[config.mk]
export PLATFORM = sky130hd
export DESIGN_NAME = reg_alu_seq
export DESIGN_NICKNAME = d
export VERILOG_FILES = /design/src/rtl/reg_alu_seq.sv
export SDC_FILE = /design/constraint.sdc
export NUM_CORES = 1
export LEC_CHECK = 0
export ABC_AREA = 1
export CAP_MARGIN = 20
export CELL_PAD_IN_SITES_DETAIL_PLACEMENT = 0
export CELL_PAD_IN_SITES_GLOBAL_PLACEMENT = 2
export CORE_MARGIN = 4
export CORE_UTILIZATION = 27
export CTS_CLUSTER_SIZE = 25
export DETAILED_ROUTE_END_ITERATION = 8
export GPL_ROUTABILITY_DRIVEN = 0
export GPL_TIMING_DRIVEN = 0
export PLACE_DENSITY = 0.89
export SLEW_MARGIN = 10
export SYNTH_ARGS = -nofsm -noshare
export SYNTH_HDL_FRONTEND = slang
export SYNTH_SLANG_ARGS = --single-unit
[constraint.sdc]
create_clock -name clk -period 1.6 [get_ports clk]
set_input_delay 0.32 -clock clk [delete_from_list [all_inputs] [get_ports clk]]
set_output_delay 0.32 -clock clk [all_outputs]
set_load 0.005 [all_outputs]
[src/rtl/reg_alu_seq.sv]
// rtl/reg_alu_seq.sv - instruction sequencer driving register-file/ALU datapath controls
module reg_alu_seq #(
    parameter int CNT_W = 8
) (
    input  logic             clk,
    input  logic             reset,
    input  logic             instr_valid,
    input  logic [15:0]      instr,
    output logic             instr_ready,
    output logic             sel,
    output logic             wr,
    output logic [1:0]       op,
    output logic [2:0]       rd_addr_a,
    output logic [2:0]       rd_addr_b,
    output logic [2:0]       wr_addr,
    output logic [15:0]      d_in,
    output logic             halted,
    output logic [CNT_W-1:0] wr_count
);
    localparam logic [1:0] S_FETCH = 2'd0;
    localparam logic [1:0] S_IMM   = 2'd1;
    localparam logic [1:0] S_HALT  = 2'd2;

    localparam logic [1:0] C_LDI  = 2'b01;
    localparam logic [1:0] C_ALU  = 2'b10;
    localparam logic [1:0] C_HALT = 2'b11;

    localparam logic [CNT_W-1:0] CNT_ONE = {{(CNT_W-1){1'b0}}, 1'b1};

    logic [1:0]       r_state;
    logic [2:0]       r_rd_lat;
    logic             r_sel;
    logic             r_wr;
    logic [1:0]       r_op;
    logic [2:0]       r_ra;
    logic [2:0]       r_rb;
    logic [2:0]       r_wa;
    logic [15:0]      r_din;
    logic [CNT_W-1:0] r_cnt;

    logic w_ready;
    logic w_accept;

    // Ready depends only on registered state so it never loops back through instr_valid.
    assign w_ready  = (r_state != S_HALT);
    assign w_accept = instr_valid & w_ready;

    always_ff @(posedge clk or posedge reset) begin
        if (reset) begin
            r_state  <= S_FETCH;
            r_rd_lat <= 3'd0;
            r_sel    <= 1'b0;
            r_wr     <= 1'b0;
            r_op     <= 2'd0;
            r_ra     <= 3'd0;
            r_rb     <= 3'd0;
            r_wa     <= 3'd0;
            r_din    <= 16'd0;
            r_cnt    <= '0;
        end else begin
            r_wr <= 1'b0;
            if (w_accept) begin
                if (r_state == S_IMM) begin
                    // Second word of LDI is raw data regardless of its class bits.
                    r_sel   <= 1'b0;
                    r_wr    <= 1'b1;
                    r_din   <= instr;
                    r_wa    <= r_rd_lat;
                    r_cnt   <= r_cnt + CNT_ONE;
                    r_state <= S_FETCH;
                end else begin
                    case (instr[15:14])
                        C_ALU: begin
                            r_sel <= 1'b1;
                            r_wr  <= 1'b1;
                            r_op  <= instr[13:12];
                            r_wa  <= instr[11:9];
                            r_ra  <= instr[8:6];
                            r_rb  <= instr[5:3];
                            r_cnt <= r_cnt + CNT_ONE;
                        end
                        C_LDI: begin
                            r_rd_lat <= instr[11:9];
                            r_state  <= S_IMM;
                        end
                        C_HALT: begin
                            r_state <= S_HALT;
                        end
                        default: begin
                        end
                    endcase
                end
            end
        end
    end

    assign instr_ready = w_ready;
    assign sel         = r_sel;
    assign wr          = r_wr;
    assign op          = r_op;
    assign rd_addr_a   = r_ra;
    assign rd_addr_b   = r_rb;
    assign wr_addr     = r_wa;
    assign d_in        = r_din;
    assign halted      = (r_state == S_HALT);
    assign wr_count    = r_cnt;
endmodule

==> results_dict.tcl, run 1 <==
set metrics [dict create \
    crit_arrival_ps 1250 \
    drive_above_1_share_pct 18.8 \
    holdWs_ps 267 \
    pwr_density_cell_mw_per_mm2 1710 \
    num_vias 1550 \
    period_share_pct 98.3 \
    power.total_mw 4.73 \
    cts_buffer_depth 2 \
    async_flop_share_pct 100 \
    clock_latency_ps 300 \
    die_x_um 90.7 \
    synth_area_leader_cell "dfrtp_1" \
    slew_violations 0 \
    grt_first_pass_wirelength_um 7670 \
    place_inst 337 \
    r2r_end "wr_count[0]$_DFFE_PP0P_" \
    rows 29 \
    multi_input_area_um2 668 \
    drtPass1Iterations 4 \
    tightest_slew_ps 276 \
    grt-ovfl-total 0 \
    max_stage_delay_ps 520 \
    path_cells "clkdlybuf4s50_1" \
    chipHeight_um 90.7 \
    cts_sinks 42 \
    slowest_stage "clkdlybuf4s50_1" \
    worst-path-buf-inv 1 \
    status "complete, no violations" \
    grt_pass1_vias 1557 \
    required_ps 1280 \
    synth.area.top_cells "dfrtp_1 (57%), nand2_1 (13%), o21ai_0 (6.8%)" \
    clkTransAtPathRegs_ps 90 \
    crit_fanout 7 \
    irDropWorstVdd_uv 760 \
    cts_max_level 2 \
    end_kind "output port" \
    root_buffer "clkbuf_8" \
    hold_path_class "in2async" \
    antenna_found_initial 0 \
    cts_tree "yes" \
    die_area_mm2 0.00823 \
    drc_errors 0 \
    tns_ps 0 \
    critPathKind "reg2out" \
    leakagePower_nw 1.31 \
    worst-r2r-cell-count 9 \
    synth_ff_type "dfrtp_1" \
    grt_use_total_pct 11.8 \
    crit_path_start_kind "register" \
    crit_family "buffers and inverters" \
    finalSetupViolCount 0 \
    io_buffers 57 \
    synth_cells 202 \
    ys_warn_count 0 \
    synth_edf_count 0 \
    ys_seq_area_share_pct 56.9 \
    syn_nets 222 \
    wire_per_inst_um 12.7 \
    yosysUniqueCellTypes 23 \
    final-seq-area_mm2 0.00105 \
    r2r-start "r_state[1]$_DFFE_PP0P_" \
    ys_seq_elements 42 \
    maxCapViolations 0 \
    n_antenna_cell 0 \
    totalWireLength_um 4570 \
    slew_headroom_pct 81.6 \
    syn_area_mm2 0.00185 \
    area_growth_syn_to_layout_pct 49.8 \
    io_pins 58 \
    final-hold-violation-count 0 \
    layout.nets 301 \
    max_freq_mhz 636 \
    drt_iter0_markers 66 \
    finClkSkew_ps 6.05 \
    grt_start_max_net_pins 33 \
    cts_made_buffers 5 \
    place_hpwl_um 3190 \
    finalNonFillerCells 359 \
    post-route-util_pct 42.6 \
    ys_top_cells_by_count "nand2_1 (64), dfrtp_1 (42), inv_1 (25), o21ai_0 (25), o21ai_2 (11)" \
    viasPerCell 4.32 \
    netlist.area_leader.share_pct 56.9 \
    min_period_ps 1570 \
    syn_avg_cell_area_um2 9.15 \
    yosysMostFrequentCell "nand2_1" \
    nFillCells 638 \
    drt.antenna.violating_nets 0 \
    core-area_mm2 0.00649 \
    rrSetupSlack_ps 110 \
    start_util_pct 28.5 \
]
cells by family (layout without fill, tap and decap cells):
group                      after synthesis  in the layout  synth area share (%)
AOI/OAI and AO/OA                       39             39                  13.4
xor gates and xnor gates                 4              4                  1.90
adders and majority gates                1              1                 0.677
buffers and inverters                   32            112                  7.52
DFF                                     42             42                  56.9
and+or+nand+nor                         84             84                  19.6
state kept, by name, indices dropped and copies added (netlist names):
| register | count |
|---|---|
| wr | 1 |
| rd_addr_b | 3 |
| wr_addr | 3 |
| wr_count | 8 |
| r_state | 2 |
| op | 2 |
| sel | 1 |
| r_rd_lat | 3 |
| rd_addr_a | 3 |
| d_in | 16 |
stage by stage:
| step | setup slack (ps) | instance area [µm²] |
|---|---|---|
| floorplan | 306 | 1850 |
| CTS | 2.61 | 2690 |
| global route | -3.16 | 2770 |
| detailed placement | -135 | 2530 |
| finish | 26.6 | 2770 |
| global placement | -675 | 2510 |
cells in the final DEF (no fill, tap or decap), types with 2 or more instances in the layout:
master,count
dfrtp_1,39
o21ai_2,11
inv_1,23
clkdlybuf4s50_1,55
o21ai_0,25
dfrtp_2,3
nor2_1,6
nor2_4,2
xnor2_1,3
dlygate4sd2_1,2
nand3_1,6
nand2_1,64
inv_2,3
clkbuf_8,5
buf_4,15
buf_6,2
clkbuf_2,3
nand4_1,2
worst max-delay path by stage:
stage / to / slack [ps] / depth (start not counted) / start
detailed placement: rd_addr_b[0]$_DFFE_PP0P_ / -140 / 7 / instr[15]
CTS: wr_count[5] / 3 / 1 / wr_count[5]$_DFFE_PP0P_
finish: wr_count[2] / 30 / 1 / wr_count[2]$_DFFE_PP0P_
global route: wr_count[3]$_DFFE_PP0P_ / -3 / 10 / r_state[1]$_DFFE_PP0P_
floorplan: d_in[0]$_DFFE_PP0P_ / 310 / 1 / reset
global placement: d_in[2]$_DFFE_PP0P_ / -680 / 2 / reset
per-layer routing:
metal / wire, µm / GRT usage [%] / up-vias
met1: 2070 / 15.0 / 694
met4: 40 / 2.81 / 0
li1: - / - / 792
met3: 495 / 6.67 / 6
met5: 0 / 0 / -
met2: 1970 / 17.4 / 58
repair_timing:
action | 4_1_cts | 5_1_grt
buffers inserted | 5 | 9
pin swaps | 1 | 0
endpoints found under the setup margin | 4 | 24
resized for setup | 6 | 8
hold buffers | 0 | 0
layout make-up:
cell class,count,share of cell area (%)
Clock buffer,5,2.49
Tap cell,77,3.48
Inverter,26,3.53
Timing Repair Buffer,72,25.0
Sequential cell,42,38.1
Clock inverter,3,1.58
Multi-Input combinational cell,128,24.1
Buffer,6,1.63
power breakdown:
group          switching, mW  internal (mW)  leakage (nW)  total, mW
clock                  0.411          0.468        0.0585      0.879
combinational          0.868           1.20         0.725       2.06
sequential             0.278           1.51         0.527       1.79
No activity file was read; power rests on OpenSTA's default activity.
==> run 2: changes to the inputs <==
--- a/config.mk
+++ b/config.mk
@@ -15,7 +15,7 @@
 export DETAILED_ROUTE_END_ITERATION = 8
 export GPL_ROUTABILITY_DRIVEN = 0
 export GPL_TIMING_DRIVEN = 0
-export PLACE_DENSITY = 0.89
+export PLACE_DENSITY_LB_ADDON = 0.3
 export SLEW_MARGIN = 10
 export SYNTH_ARGS = -nofsm -noshare
 export SYNTH_HDL_FRONTEND = slang
==> run 2 against run 1 <==
Net effect: routed wire length is 3.3% lower; critical path type unchanged; register-to-register slack better by 70 ps; via count is 2.9% lower; sequential power about the same; global-route usage decreased by 0.45 points; largest cell class unchanged; non-clock buffer count down 6; core utilization is 0.83 points lower; clock power fell by 4.7%; final cell count fell by 1.7%; largest power group unchanged; die area is the same; fmax grew 1.2%.
==> results_dict.tcl, run 2 (synthesized netlist as in run 1, its figures left out) <==
set metrics [dict create \
    end_kind "output port" \
    place_hpwl_um 3230 \
    cts_sinks 42 \
    final-hold-violation-count 0 \
    totalWireLength_um 4420 \
    rsz0062_at_grt "no" \
    maxCapViolations 0 \
    dpl-instance-area_mm2 0.00253 \
    period_share_pct 97.2 \
    crit_path_start_kind "register" \
    wire_per_inst_um 12.5 \
    grt_use_total_pct 11.4 \
    final_common_cell "nand2_1" \
    final-seq-area_mm2 0.00105 \
    antenna_found_initial 0 \
    n_antenna_cell 0 \
    crit_arrival_ps 1240 \
    pwr_density_cell_mw_per_mm2 1690 \
    post-route-cell-area_mm2 0.00271 \
    irDropWorstVdd_uv 736 \
    rows 29 \
    cts_buffer_depth 2 \
    drt.antenna.violating_nets 0 \
    max_freq_mhz 643 \
    chipHeight_um 90.7 \
    hold_buffers 0 \
    die_area_mm2 0.00823 \
    clock_latency_ps 300 \
    slowest_stage "clkdlybuf4s50_1" \
    holdWs_ps 250 \
    cts_made_buffers 5 \
    clkTransAtPathRegs_ps 80 \
    viasPerCell 4.26 \
    power.total_mw 4.59 \
    multi_input_area_um2 663 \
    largest_reg_flops 16 \
    grt-ovfl-total 0 \
    io_pins 58 \
    leakagePower_nw 1.27 \
    die_x_um 90.7 \
    finalNonFillerCells 353 \
    drc_errors 0 \
    io_buffers 57 \
    cts_max_level 2 \
    core-area_mm2 0.00649 \
    finalSetupViolCount 0 \
    worst-path-buf-inv 1 \
    post-route-util_pct 41.8 \
    nFillCells 671 \
    status "complete, no violations" \
    hold_path_class "in2async" \
    setup_ws_ps 45.0 \
    start_util_pct 28.5 \
    drive_above_1_share_pct 15.9 \
    place_inst 337 \
    grt_first_pass_wirelength_um 7550 \
    max_stage_delay_ps 530 \
    slew_headroom_pct 72.6 \
    critPathKind "reg2out" \
    root_buffer "clkbuf_8" \
    finClkSkew_ps 6.47 \
    crit_family "buffers and inverters" \
    path_cells "clkdlybuf4s50_1" \
    cts_tree "yes" \
    slew_violations 0 \
    layout.nets 295 \
    drtPass1Iterations 4 \
    grt_start_max_net_pins 36 \
    required_ps 1280 \
    area_growth_syn_to_layout_pct 46.9 \
    pre_cts_slack_ps -160 \
    tightest_slew_ps 412 \
    grt_pass1_vias 1542 \
    num_vias 1505 \
    crit_fanout 5 \
    min_period_ps 1560 \
    drt_iter0_markers 54 \
    tns_ps 0 \
    final_cell_mix "nand2_1 (64), clkdlybuf4s50_1 (55), dfrtp_1 (39)" \
]
## run 2: repair_timing
item | CTS | global route
pin swaps | 1 | 0
buffers inserted | 3 | 5
endpoints found under the setup margin | 4 | 8
gates resized for setup | 7 | 4
## run 2: metal layers
metal  vias to the layer above  routed length [µm]  track usage (%)
li1                        777                   -                -
met1                       680                2040             14.5
met2                        41                1960             17.6
met3                         7                 369             4.83
met4                         0                  48             3.06
met5                         -                   0                0
## run 2: worst paths after layout
path,from,endpoint,slack (ps),cells past startpoint
worst min-delay path,reset,wr$_DFF_PP0_,250,2
worst max register to register,r_state[1]$_DFFE_PP0P_,rd_addr_b[0]$_DFFE_PP0P_,180,8
worst min register to register,sel$_DFFE_PP0P_,sel$_DFFE_PP0P_,480,2
min in group clk,sel$_DFFE_PP0P_,sel$_DFFE_PP0P_,480,2
worst max-delay path,wr_count[6]$_DFFE_PP0P_,wr_count[6],40,1
max in group asynchronous,reset,r_state[0]$_DFFE_PP0P_,900,3
## run 2: cell type report
cell class              instances  share of cell area [%]
flip-flops and latches         42                    38.9
multi-input cells             128                    24.4
repair buffers                 66                    23.9
inverters                      26                    3.60
well taps                      77                    3.55
clock buffers                   6                    2.67
plain buffers                   6                    1.61
clock inverters                 2                    1.38
## run 2: power breakdown
part / internal (mW) / total [mW] / leakage [nW] / switching, mW
Clock: 0.466 / 0.838 / 0.0514 / 0.372
Sequential: 1.51 / 1.79 / 0.528 / 0.275
Combinational: 1.14 / 1.96 / 0.694 / 0.825
Total: 3.11 / 4.59 / 1.27 / 1.47
